==> src/rtl/cipher_tx_serializer.sv <==
// cipher_tx_serializer: queues 128-bit cipher results in a small block FIFO
// and streams each block to uart_tx as 16 bytes, most significant byte first,
// using the tx_en / tx_busy handshake.
module cipher_tx_serializer #(
  parameter int DEPTH = 4,
  parameter int CNT_W = 3
) (
  input  logic             clk,
  input  logic             rst_n,
  input  logic             blk_valid,
  input  logic [127:0]     blk_data,
  input  logic             tx_busy,
  output logic             tx_en,
  output logic [7:0]       tx_data,
  output logic [CNT_W-1:0] fifo_count,
  output logic             overflow,
  output logic             idle
);

  localparam int PTR_W = (DEPTH > 1) ? $clog2(DEPTH) : 1;

  typedef enum logic [1:0] {
    S_IDLE = 2'd0,
    S_LOAD = 2'd1,
    S_SEND = 2'd2,
    S_HOLD = 2'd3
  } state_t;

  state_t           state_q;
  logic [127:0]     mem_q [DEPTH];
  logic [PTR_W-1:0] wr_ptr_q;
  logic [PTR_W-1:0] rd_ptr_q;
  logic [CNT_W-1:0] count_q;
  logic [CNT_W-1:0] count_d;
  logic             overflow_q;
  logic             tx_en_q;
  logic [7:0]       tx_data_q;
  logic [127:0]     shreg_q;
  logic [4:0]       byte_cnt_q;

  logic pop;
  logic full;
  logic push;

  // The head is consumed only while loading; a full FIFO still takes a new
  // block in that cycle because the slot is freed at the same edge.
  assign pop  = (state_q == S_LOAD);
  assign full = (count_q == CNT_W'(DEPTH));
  assign push = blk_valid && (!full || pop);

  // Occupancy next-state: simultaneous push and pop cancel out
  always_comb begin
    count_d = count_q;
    if (push && !pop) begin
      count_d = count_q + CNT_W'(1);
    end else if (!push && pop) begin
      count_d = count_q - CNT_W'(1);
    end
  end

  // FIFO control: pointers (wrap naturally at power-of-2 depth), count, sticky overflow
  always_ff @(posedge clk or negedge rst_n) begin
    if (!rst_n) begin
      wr_ptr_q   <= '0;
      rd_ptr_q   <= '0;
      count_q    <= '0;
      overflow_q <= 1'b0;
    end else begin
      count_q <= count_d;
      if (push) begin
        wr_ptr_q <= wr_ptr_q + PTR_W'(1);
      end
      if (pop) begin
        rd_ptr_q <= rd_ptr_q + PTR_W'(1);
      end
      if (blk_valid && !push) begin
        overflow_q <= 1'b1;
      end
    end
  end

  // FIFO storage; contents need no reset since the pointers define validity
  always_ff @(posedge clk) begin
    if (push) begin
      mem_q[wr_ptr_q] <= blk_data;
    end
  end

  // Byte shift register: loaded from the FIFO head, shifted as each byte issues
  always_ff @(posedge clk) begin
    if (state_q == S_LOAD) begin
      shreg_q <= mem_q[rd_ptr_q];
    end else if (state_q == S_SEND && !tx_busy) begin
      shreg_q <= {shreg_q[119:0], 8'h00};
    end
  end

  // Transmit FSM with registered tx_en / tx_data
  always_ff @(posedge clk or negedge rst_n) begin
    if (!rst_n) begin
      state_q    <= S_IDLE;
      tx_en_q    <= 1'b0;
      tx_data_q  <= 8'h00;
      byte_cnt_q <= 5'd0;
    end else begin
      tx_en_q <= 1'b0;
      case (state_q)
        S_IDLE: begin
          if (count_q != '0) begin
            state_q <= S_LOAD;
          end
        end
        S_LOAD: begin
          byte_cnt_q <= 5'd0;
          state_q    <= S_SEND;
        end
        S_SEND: begin
          if (!tx_busy) begin
            tx_en_q    <= 1'b1;
            tx_data_q  <= shreg_q[127:120];
            byte_cnt_q <= byte_cnt_q + 5'd1;
            state_q    <= S_HOLD;
          end
        end
        S_HOLD: begin
          // busy from uart_tx may only rise now, so it is not sampled here
          if (byte_cnt_q == 5'd16) begin
            state_q <= (count_q != '0) ? S_LOAD : S_IDLE;
          end else begin
            state_q <= S_SEND;
          end
        end
        default: begin
          state_q <= S_IDLE;
        end
      endcase
    end
  end

  assign tx_en      = tx_en_q;
  assign tx_data    = tx_data_q;
  assign fifo_count = count_q;
  assign overflow   = overflow_q;
  assign idle       = (state_q == S_IDLE) && (count_q == '0);

endmodule

==> config.mk <==
export PLATFORM = sky130hd
export DESIGN_NAME = cipher_tx_serializer
export DESIGN_NICKNAME = d
export VERILOG_FILES = /design/src/rtl/cipher_tx_serializer.sv
export SDC_FILE = /design/constraint.sdc
export NUM_CORES = 1
export LEC_CHECK = 0
export CAP_MARGIN = 20
export CELL_PAD_IN_SITES_DETAIL_PLACEMENT = 0
export CELL_PAD_IN_SITES_GLOBAL_PLACEMENT = 2
export CORE_MARGIN = 8
export CORE_UTILIZATION = 25
export CTS_BUF_LIST = sky130_fd_sc_hd__clkbuf_2 sky130_fd_sc_hd__clkbuf_4 sky130_fd_sc_hd__clkbuf_8
export DETAILED_ROUTE_END_ITERATION = 12
export PLACE_DENSITY = 0.47
export SLEW_MARGIN = 40
export SYNTH_ARGS = -nofsm -noshare
export SYNTH_HDL_FRONTEND = slang
export SYNTH_SLANG_ARGS = --single-unit
export TNS_END_PERCENT = 5
==> constraint.sdc <==
create_clock -name clk -period 30 [get_ports clk]
set_input_delay 4.5 -clock clk [delete_from_list [all_inputs] [get_ports clk]]
set_output_delay 4.5 -clock clk [all_outputs]
set_load 0.1 [all_outputs]
==> results_dict.tcl <==
set metrics [dict create \
    setup_ws_ps 22620 \
    cts_resized 0 \
    rrSetupSlack_ps 25500 \
    power_density_nw_per_um2 103 \
    die_h_um 332 \
    synth_seq_cells 664 \
    area_growth_pct 21.1 \
    postSynthCellCount 1044 \
    fin_crit_sh_pct 24.6 \
    globalRouteMet2Util_pct 16.9 \
    finClkSkew_ps 40.7 \
    busiest_layer "met2" \
    core-area_um2 99600 \
    cts_tree "done" \
    grt_usage_pct 10.4 \
    seq_area_frac_synth_pct 79.3 \
    cp_slowest_cell "buf_4" \
    r2r_end "mem_q[0][71]" \
    worst-path-stages 5 \
    setup_tns_ps 0 \
    numCtsBuffers 116 \
    synth_top_family_by_area "multiplexers" \
    leakage_nw 9.66 \
    hold_depth 1 \
    synth.most_common_cell "edfxtp_1" \
    grt_max_degree 129 \
    crit_type "in -> reg" \
    htreeDepth 3 \
    synth.distinct_cells 36 \
    synthArstFlopShare_pct 3.61 \
    cp-startpoint "blk_valid" \
    timing.fmax_mhz 136 \
    synth_area_um2 25000 \
    hold_buffers 0 \
    clkTransAtPathRegs_ps 60 \
    synth.top_cells.by_count "edfxtp_1, mux2_2, mux4_2, dfrtp_1, buf_2" \
    synth_xor_area_share_pct 0.210 \
    syn_area_per_cell_um2 23.9 \
    grtUsageMet3_pct 2.55 \
    place_congestion 0.649 \
    via_count 11100 \
    crit_path_start_kind "input port" \
    hold_path_class "reg -> reg" \
    worstPathArrival_ps 7720 \
    yosys.area.top_type "edfxtp_1" \
    rows 116 \
    cpLargestDelayFamily "buffers and inverters" \
    fp.dieW_um 332 \
    rsz0062_at_grt "no" \
    max_cap_violations 0 \
    dieArea_um2 110000 \
    cp.required_ps 30340 \
    cts.path.max_buffers 3 \
    dp_hpwl_mm 32.1 \
    cts_setup_buffers 0 \
    slew_violations 0 \
    critical_path.max_fanout 52 \
    clk_latency_ps 740 \
    critPathBufInv 3 \
    initial_core_util_pct 25.1 \
    synthAdderAreaFrac_pct 0.681 \
    final_antenna_net_count 0 \
    antenna_found_initial 7 \
    synth.top_cell.area_share_pct 76.9 \
    wl_mm 57.9 \
    synth_area_leaders "edfxtp_1, mux4_2, mux2_2, dfrtp_1, ha_1" \
    wl_per_cell_um 21.6 \
    synth_compound_area_share_pct 0.435 \
    via_per_inst 4.15 \
    synth_flop_cell "edfxtp_1" \
    grt_pass1_vias 12600 \
    dp_slack_ps 21730 \
    ys_warn_count 0 \
    status "completed" \
    syn_nets 1189 \
    tightest_slew_ps 800 \
    drt_pre_antenna_iters 4 \
    cts_sinks 664 \
    worstPathCellList "clkdlybuf4s50_1 -> nor2b_1 -> and2_4 -> buf_4 -> buf_6" \
    grt_pass1_wl_mm 85.4 \
    synth-edff-count 640 \
    top_level_ports 146 \
    maxSlewHeadroom_pct 46.5 \
    crit_path_end "mem_q[0][71]" \
    muxShareOfSynthArea_pct 17.4 \
    reg2reg_depth 7 \
    drtIter0Drc 553 \
    worstReg2RegStart "state_q[1]" \
    finalSetupViolCount 0 \
    drive_gt1_share_pct 34.7 \
    drc 0 \
    endpoint_kind "flip-flop" \
    synthSimpleGateAreaFrac_pct 0.761 \
    root_buffer "clkbuf_8" \
    ir_worst_vdd_v 0.0000502 \
    overflow 0 \
    grtUsageMet1_pct 13.6 \
    min_period_ps 7380 \
    fin_nets 1425 \
    io_buffers 145 \
    slowest_delay_ps 740 \
    hold_violations 0 \
]
-- metal layers --
metal  routed length, µm  part of all wire [%]
met5                  27                 0.047
met4                1180                   2.0
met3                3050                   5.3
met2               27700                    48
met1               26000                    45
-- cell type report --
class / instances / area [µm²]
Fill cell: 9628 / 69300
Sequential cell: 664 / 19800
Multi-Input combinational cell: 325 / 4910
Clock buffer: 161 / 1950
Tap cell: 1298 / 1620
Timing Repair Buffer: 164 / 1610
Clock inverter: 51 / 325
Inverter: 9 / 33.8
Antenna cell: 4 / 10.0
-- how the worst min path moves through the flow --
stage / from / endpoint / slack, ps
after global placement: overflow / overflow / 450
after detailed placement: overflow / overflow / 440
final: overflow / overflow / 450
after global routing: overflow / overflow / 490
after floorplan: shreg_q[120] / tx_data[0] / 450
after CTS: overflow / overflow / 460
-- power breakdown --
group	total, mW	leakage (nW)	switching (mW)	internal [mW]
Sequential	1.44	6.20	0.0852	1.35
Clock	0.818	1.20	0.367	0.451
Combinational	0.858	2.26	0.483	0.375
-- state kept, by name, summed over array words and instances (netlist names), 2 cells and up --
| register | cells |
|---|---|
| byte_cnt_q | 5 |
| fifo_count | 3 |
| mem_q | 512 |
| rd_ptr_q | 2 |
| shreg_q | 128 |
| state_q | 2 |
| tx_data | 8 |
| wr_ptr_q | 2 |
-- through the flow --
stage	utilization, %	power [mW]	instance area (µm²)	std cells	hold WS (ps)
2_1_floorplan	-	2.10	25000	1044	454
3_3_place_gp	28.1	2.35	28000	2458	445
3_5_place_dp	28.1	2.35	28000	2459	444
4_1_cts	30.4	3.19	30200	2671	458
5_1_grt	30.4	3.29	30300	2673	489
6_report	30.4	3.11	30300	2676	449
-- cell families after synthesis --
group	count (synthesis)
AOI/OAI and AO/OA	15
xor gates and xnor gates	6
adders and majority gates	13
buffers and inverters	55
DFF	664
muxes	259
and+or+nand+nor	32
-- cells in the final DEF, fill, tap and decap left out, types with 3 or more instances in the layout --
cell	Yosys	final
clkinv_2	0	7
buf_6	10	10
and2_1	13	9
o21ai_0	4	3
edfxtp_1	640	640
clkbuf_4	0	43
mux2_2	130	130
nor2_1	3	3
ha_1	12	11
dfrtp_1	24	22
bufinv_16	0	4
xnor2_1	3	3
mux4_2	128	128
clkinv_1	0	36
buf_2	15	14
xor2_1	3	3
diode_2	0	4
and2_4	0	4
buf_4	1	6
clkbuf_8	0	118
inv_1	9	9
nand2_1	4	4
clkdlybuf4s50_1	0	131
Note: power is estimated with default switching activity, not from simulation.
==> RTL edit 1, RTL diff (same flow settings) <==
Encoding of `state_t`: now Gray code (2 bits for 4 states).
--- a/src/rtl/cipher_tx_serializer.sv
+++ b/src/rtl/cipher_tx_serializer.sv
@@ -20,10 +20,10 @@
   localparam int PTR_W = (DEPTH > 1) ? $clog2(DEPTH) : 1;
 
   typedef enum logic [1:0] {
-    S_IDLE = 2'd0,
-    S_LOAD = 2'd1,
-    S_SEND = 2'd2,
-    S_HOLD = 2'd3
+    S_IDLE = 2'b00,
+    S_LOAD = 2'b01,
+    S_SEND = 2'b11,
+    S_HOLD = 2'b10
   } state_t;
 
   state_t           state_q;
Check against the original RTL: same outputs for any inputs over 10 cycles, from zero or initial values and one cycle with rst_n low; not proved beyond that.
==> RTL edit 1 against the unedited design <==
- first-iteration DRC count grew 33%
- cell area grew 1.0%
- wire length increased by 8.9%
- die area grew 1.8%
- final cell count rose by 12%
- combinational power fell by 48%
- sequential cell count stayed put
- global-route usage increased by 0.70 points
- worst setup slack better by 390 ps
- area after synthesis up 1.9%
- largest power group unchanged
- total power decreased by 21%
==> RTL edit 1: results (changes against the unedited design) <==
| Metric | Value |
|---|---|
| Outcome | `completed` |
| Vias in the first global route | `13700 (+9.0%)` |
| CP max FO | `57 (+9.6%)` |
| Placed Area | `28400 µm² (+1.6%)` |
| PwrDens | `80.8 nW/µm² (-21%)` |
| Slew @ Worst Pin | `801 ps (+0.926 ps)` |
| Post-synthesis mux area share | `10.2% (-7.2 points)` |
| DP Cell Count | `2777 (+13%)` |
| First-pass iteration count of the detailed router | `5 (+1)` |
| Hold path cells | `2 (+1)` |
| Syn_nets | `1455 (+22%)` |
| Leakage power | `9.71 nW (+0.45%)` |
| Worst clock skew | `40.1 ps (-0.561 ps)` |
| Initial antenna violation count | `10 (+3)` |
| Fin Hold WS | `436 ps (-13.7 ps)` |
| R2R Path End | `mem_q[2][25]$_DFFE_PP_` |
| Maximum vdd drop | `39.4 µV (-22%)` |
| TritonCTS Buffers | `115 (-0.86%)` |
| Post-synthesis cell count | `1315 (+26%)` |
| GPL Wtd Cong | `0.639 (-1.6%)` |
| CP arrival | `7330 ps (-390 ps)` |
| Power Combinational | `0.000448 W (-48%)` |
| R2R Setup Slk | `25890 ps (+390 ps)` |
| Synth area leaders | `edfxtp_1 (75%), mux2i_1 (9.4%), o221ai_2 (5.3%)` |
| Gr usage total | `11.1% (+0.70 points)` |
| Final HPWL DP | `35.0 mm (+8.8%)` |
| Worst Hold Launch | `shreg_q[123]$_DFFE_PP_` |
| Layout cells sized above 1 | `19.6% (-15 points)` |
| Via count | `12500 (+12%)` |
## RTL edit 1: worst max-delay path, stage by stage
cell,delay (ps)
clkdlybuf4s50_1,480
inv_1,70
a31oi_4,310
and2_4,520
buf_4,730
buf_6,640
## RTL edit 1: metal layers
layer  share of wire, %  GRT usage (%)
met5                  0              0
met4                2.5           3.40
met3                4.5           2.81
met2                 48           18.6
met1                 45           14.1
## RTL edit 1: layout make-up
type	count	area, µm²
Tap cell	1368	1710
Antenna cell	2	5.00
Multi-Input combinational cell	571	5220
Fill cell	9974	70900
Clock buffer	151	1850
Inverter	9	46.3
Clock inverter	56	268
Timing Repair Buffer	167	1670
Sequential cell	664	19800
## RTL edit 1: per-stage QoR
step	setup WS, ps	util, %
6_report	23010	30.2
5_1_grt	22880	30.2
4_1_cts	22920	30.1
3_5_place_dp	22090	28.0
3_3_place_gp	21810	28.0
2_1_floorplan	21750	-
==> RTL edit 2, RTL diff (same settings) <==
Without the edit above. Set the parameter `DEPTH` to 2 (it was 4).
--- a/src/rtl/cipher_tx_serializer.sv
+++ b/src/rtl/cipher_tx_serializer.sv
@@ -2,7 +2,7 @@
 // and streams each block to uart_tx as 16 bytes, most significant byte first,
 // using the tx_en / tx_busy handshake.
 module cipher_tx_serializer #(
-  parameter int DEPTH = 4,
+  parameter int DEPTH = 2,
   parameter int CNT_W = 3
 ) (
   input  logic             clk,
Function: changed (a bounded check fails within 10 cycles, from zero or initial values and one cycle with rst_n low).
==> RTL edit 2 against the unedited design <==
- worst setup slack improved by 670 ps
- sequential cell count fell by 258
- count of clock-buffer cells in the layout fell by 52
- total power fell by 34%
- area after synthesis fell by 39%
- wire length fell by 39%
- cell area fell by 37%
==> RTL edit 2: results (changes against the unedited design) <==
| Metric | Value |
|---|---|
| Outcome | `completed` |
| CP max stage delay | `500 ps (-240 ps)` |
| GPL Wtd Cong | `0.654 (+0.68%)` |
| TritonCTS Buffers | `76 (-34%)` |
| Global routing usage on met1 | `12.9% (-0.68 points)` |
| Vias in the first global route | `8570 (-32%)` |
| Count of different cell masters after synthesis | `43 (+19%)` |
| Synth area leaders | `edfxtp_1 (75%), mux2i_1 (8.4%), a21oi_1 (3.9%)` |
| WL/cell | `18.2 µm (-16%)` |
| Syn_nets | `1034 (-13%)` |
| Worst path slowest cell | `buf_2` |
| Post-Layout Cell Count | `1926 (-28%)` |
| Post-synthesis sequential area ratio | `78.8% (-0.49 points)` |
| Initial DRC Count | `321 (-42%)` |
| Gr usage total | `9.99% (-0.40 points)` |
| Period utilization | `22.4% (-2.2 points)` |
| Setup crit start | `state_q[0]$_DFFE_PN0P_` |
| Worst skew pair latency | `620 ps (-120 ps)` |
| R2R Setup Slk | `27130 ps (+1630 ps)` |
| CP arrival | `2210 ps (-5510 ps)` |
| Fill count | `6013 (-38%)` |
| Final HPWL DP | `20.4 mm (-37%)` |
| R2R Path End | `mem_q[0][66]$_DFFE_PP_` |
| Leakage power | `6.76 nW (-30%)` |
| CP Capture Point | `idle` |
| Async set or reset register ratio after synthesis | `5.42% (+1.8 points)` |
| First-pass GRT wire length | `53.0 mm (-38%)` |
| Worst clock skew | `30.7 ps (-10.0 ps)` |
| Largest register FFs | `256 (-50%)` |
[RTL edit 2: changes by cell type after synthesis, moves of 5 or more]
cell,before,now
edfxtp_1,640,384
mux2_2,130,1
nor2_1,3,132
mux2i_1,0,128
mux4_2,128,0
a21oi_1,0,120
buf_2,15,3
and2_1,13,2
buf_8,0,10
clkbuf_1,11,21
mux2_1,1,9
buf_1,9,3
buf_6,10,5
[RTL edit 2: power by group through the flow]
stage          Sequential [W]  Clock [W]  Combinational (W)
3_3_place_gp         0.000968          0           0.000599
6_report             0.000956   0.000512           0.000575
2_1_floorplan         0.00105          0           0.000375
5_1_grt              0.000977   0.000560           0.000641
4_1_cts              0.000960   0.000538           0.000596
3_5_place_dp         0.000970          0           0.000594
[RTL edit 2: cell families (layout without fill, tap and decap cells)]
group	after synthesis	count (layout)	synth area share [%]
xor gates and xnor gates	5	5	0.286
DFF	406	406	78.8
buffers and inverters	51	294	2.28
muxes	138	138	9.09
AOI/OAI and AO/OA	134	134	4.61
and+or+nand+nor	150	150	4.18
adders and majority gates	9	9	0.783
[RTL edit 2: how the worst min path moves through the flow]
| stage | from | endpoint | slack (ps) | depth (start not counted) |
|---|---|---|---|---|
| after floorplan | shreg_q[120]$_DFFE_PP_ | tx_data[0]$_DFFE_PN0P_ | 440 | 1 |
| after global placement | overflow$_DFFE_PN0P_ | overflow$_DFFE_PN0P_ | 440 | 1 |
| after detailed placement | overflow$_DFFE_PN0P_ | overflow$_DFFE_PN0P_ | 450 | 1 |
| after CTS | overflow$_DFFE_PN0P_ | overflow$_DFFE_PN0P_ | 460 | 1 |
| after global routing | shreg_q[127]$_DFFE_PP_ | tx_data[7]$_DFFE_PN0P_ | 470 | 1 |
| final | overflow$_DFFE_PN0P_ | overflow$_DFFE_PN0P_ | 450 | 1 |
[RTL edit 2: final cells by class]
type / count / area (µm²) / area share [%]
Clock buffer: 109 / 1310 / 6.90
Clock inverter: 19 / 108 / 0.566
Inverter: 8 / 30.0 / 0.158
Multi-Input combinational cell: 436 / 2940 / 15.4
Sequential cell: 406 / 12100 / 63.5
Tap cell: 790 / 988 / 5.20
Timing Repair Buffer: 158 / 1560 / 8.21
[RTL edit 2: through the flow]
step / total power, W / instance area, µm² / hold WS (ps)
floorplan: 0.00142 / 15300 / 439
global placement: 0.00157 / 17600 / 443
finish: 0.00204 / 19000 / 454
global route: 0.00218 / 19000 / 473
detailed placement: 0.00156 / 17600 / 446
CTS: 0.00209 / 19000 / 458
[RTL edit 2: per-layer routing]
metal / vias to the layer above / wire length (µm)
met5: - / 0
met4: 0 / 961
met3: 80 / 1800
met2: 192 / 16000
met1: 3862 / 16300
li1: 3773 / -
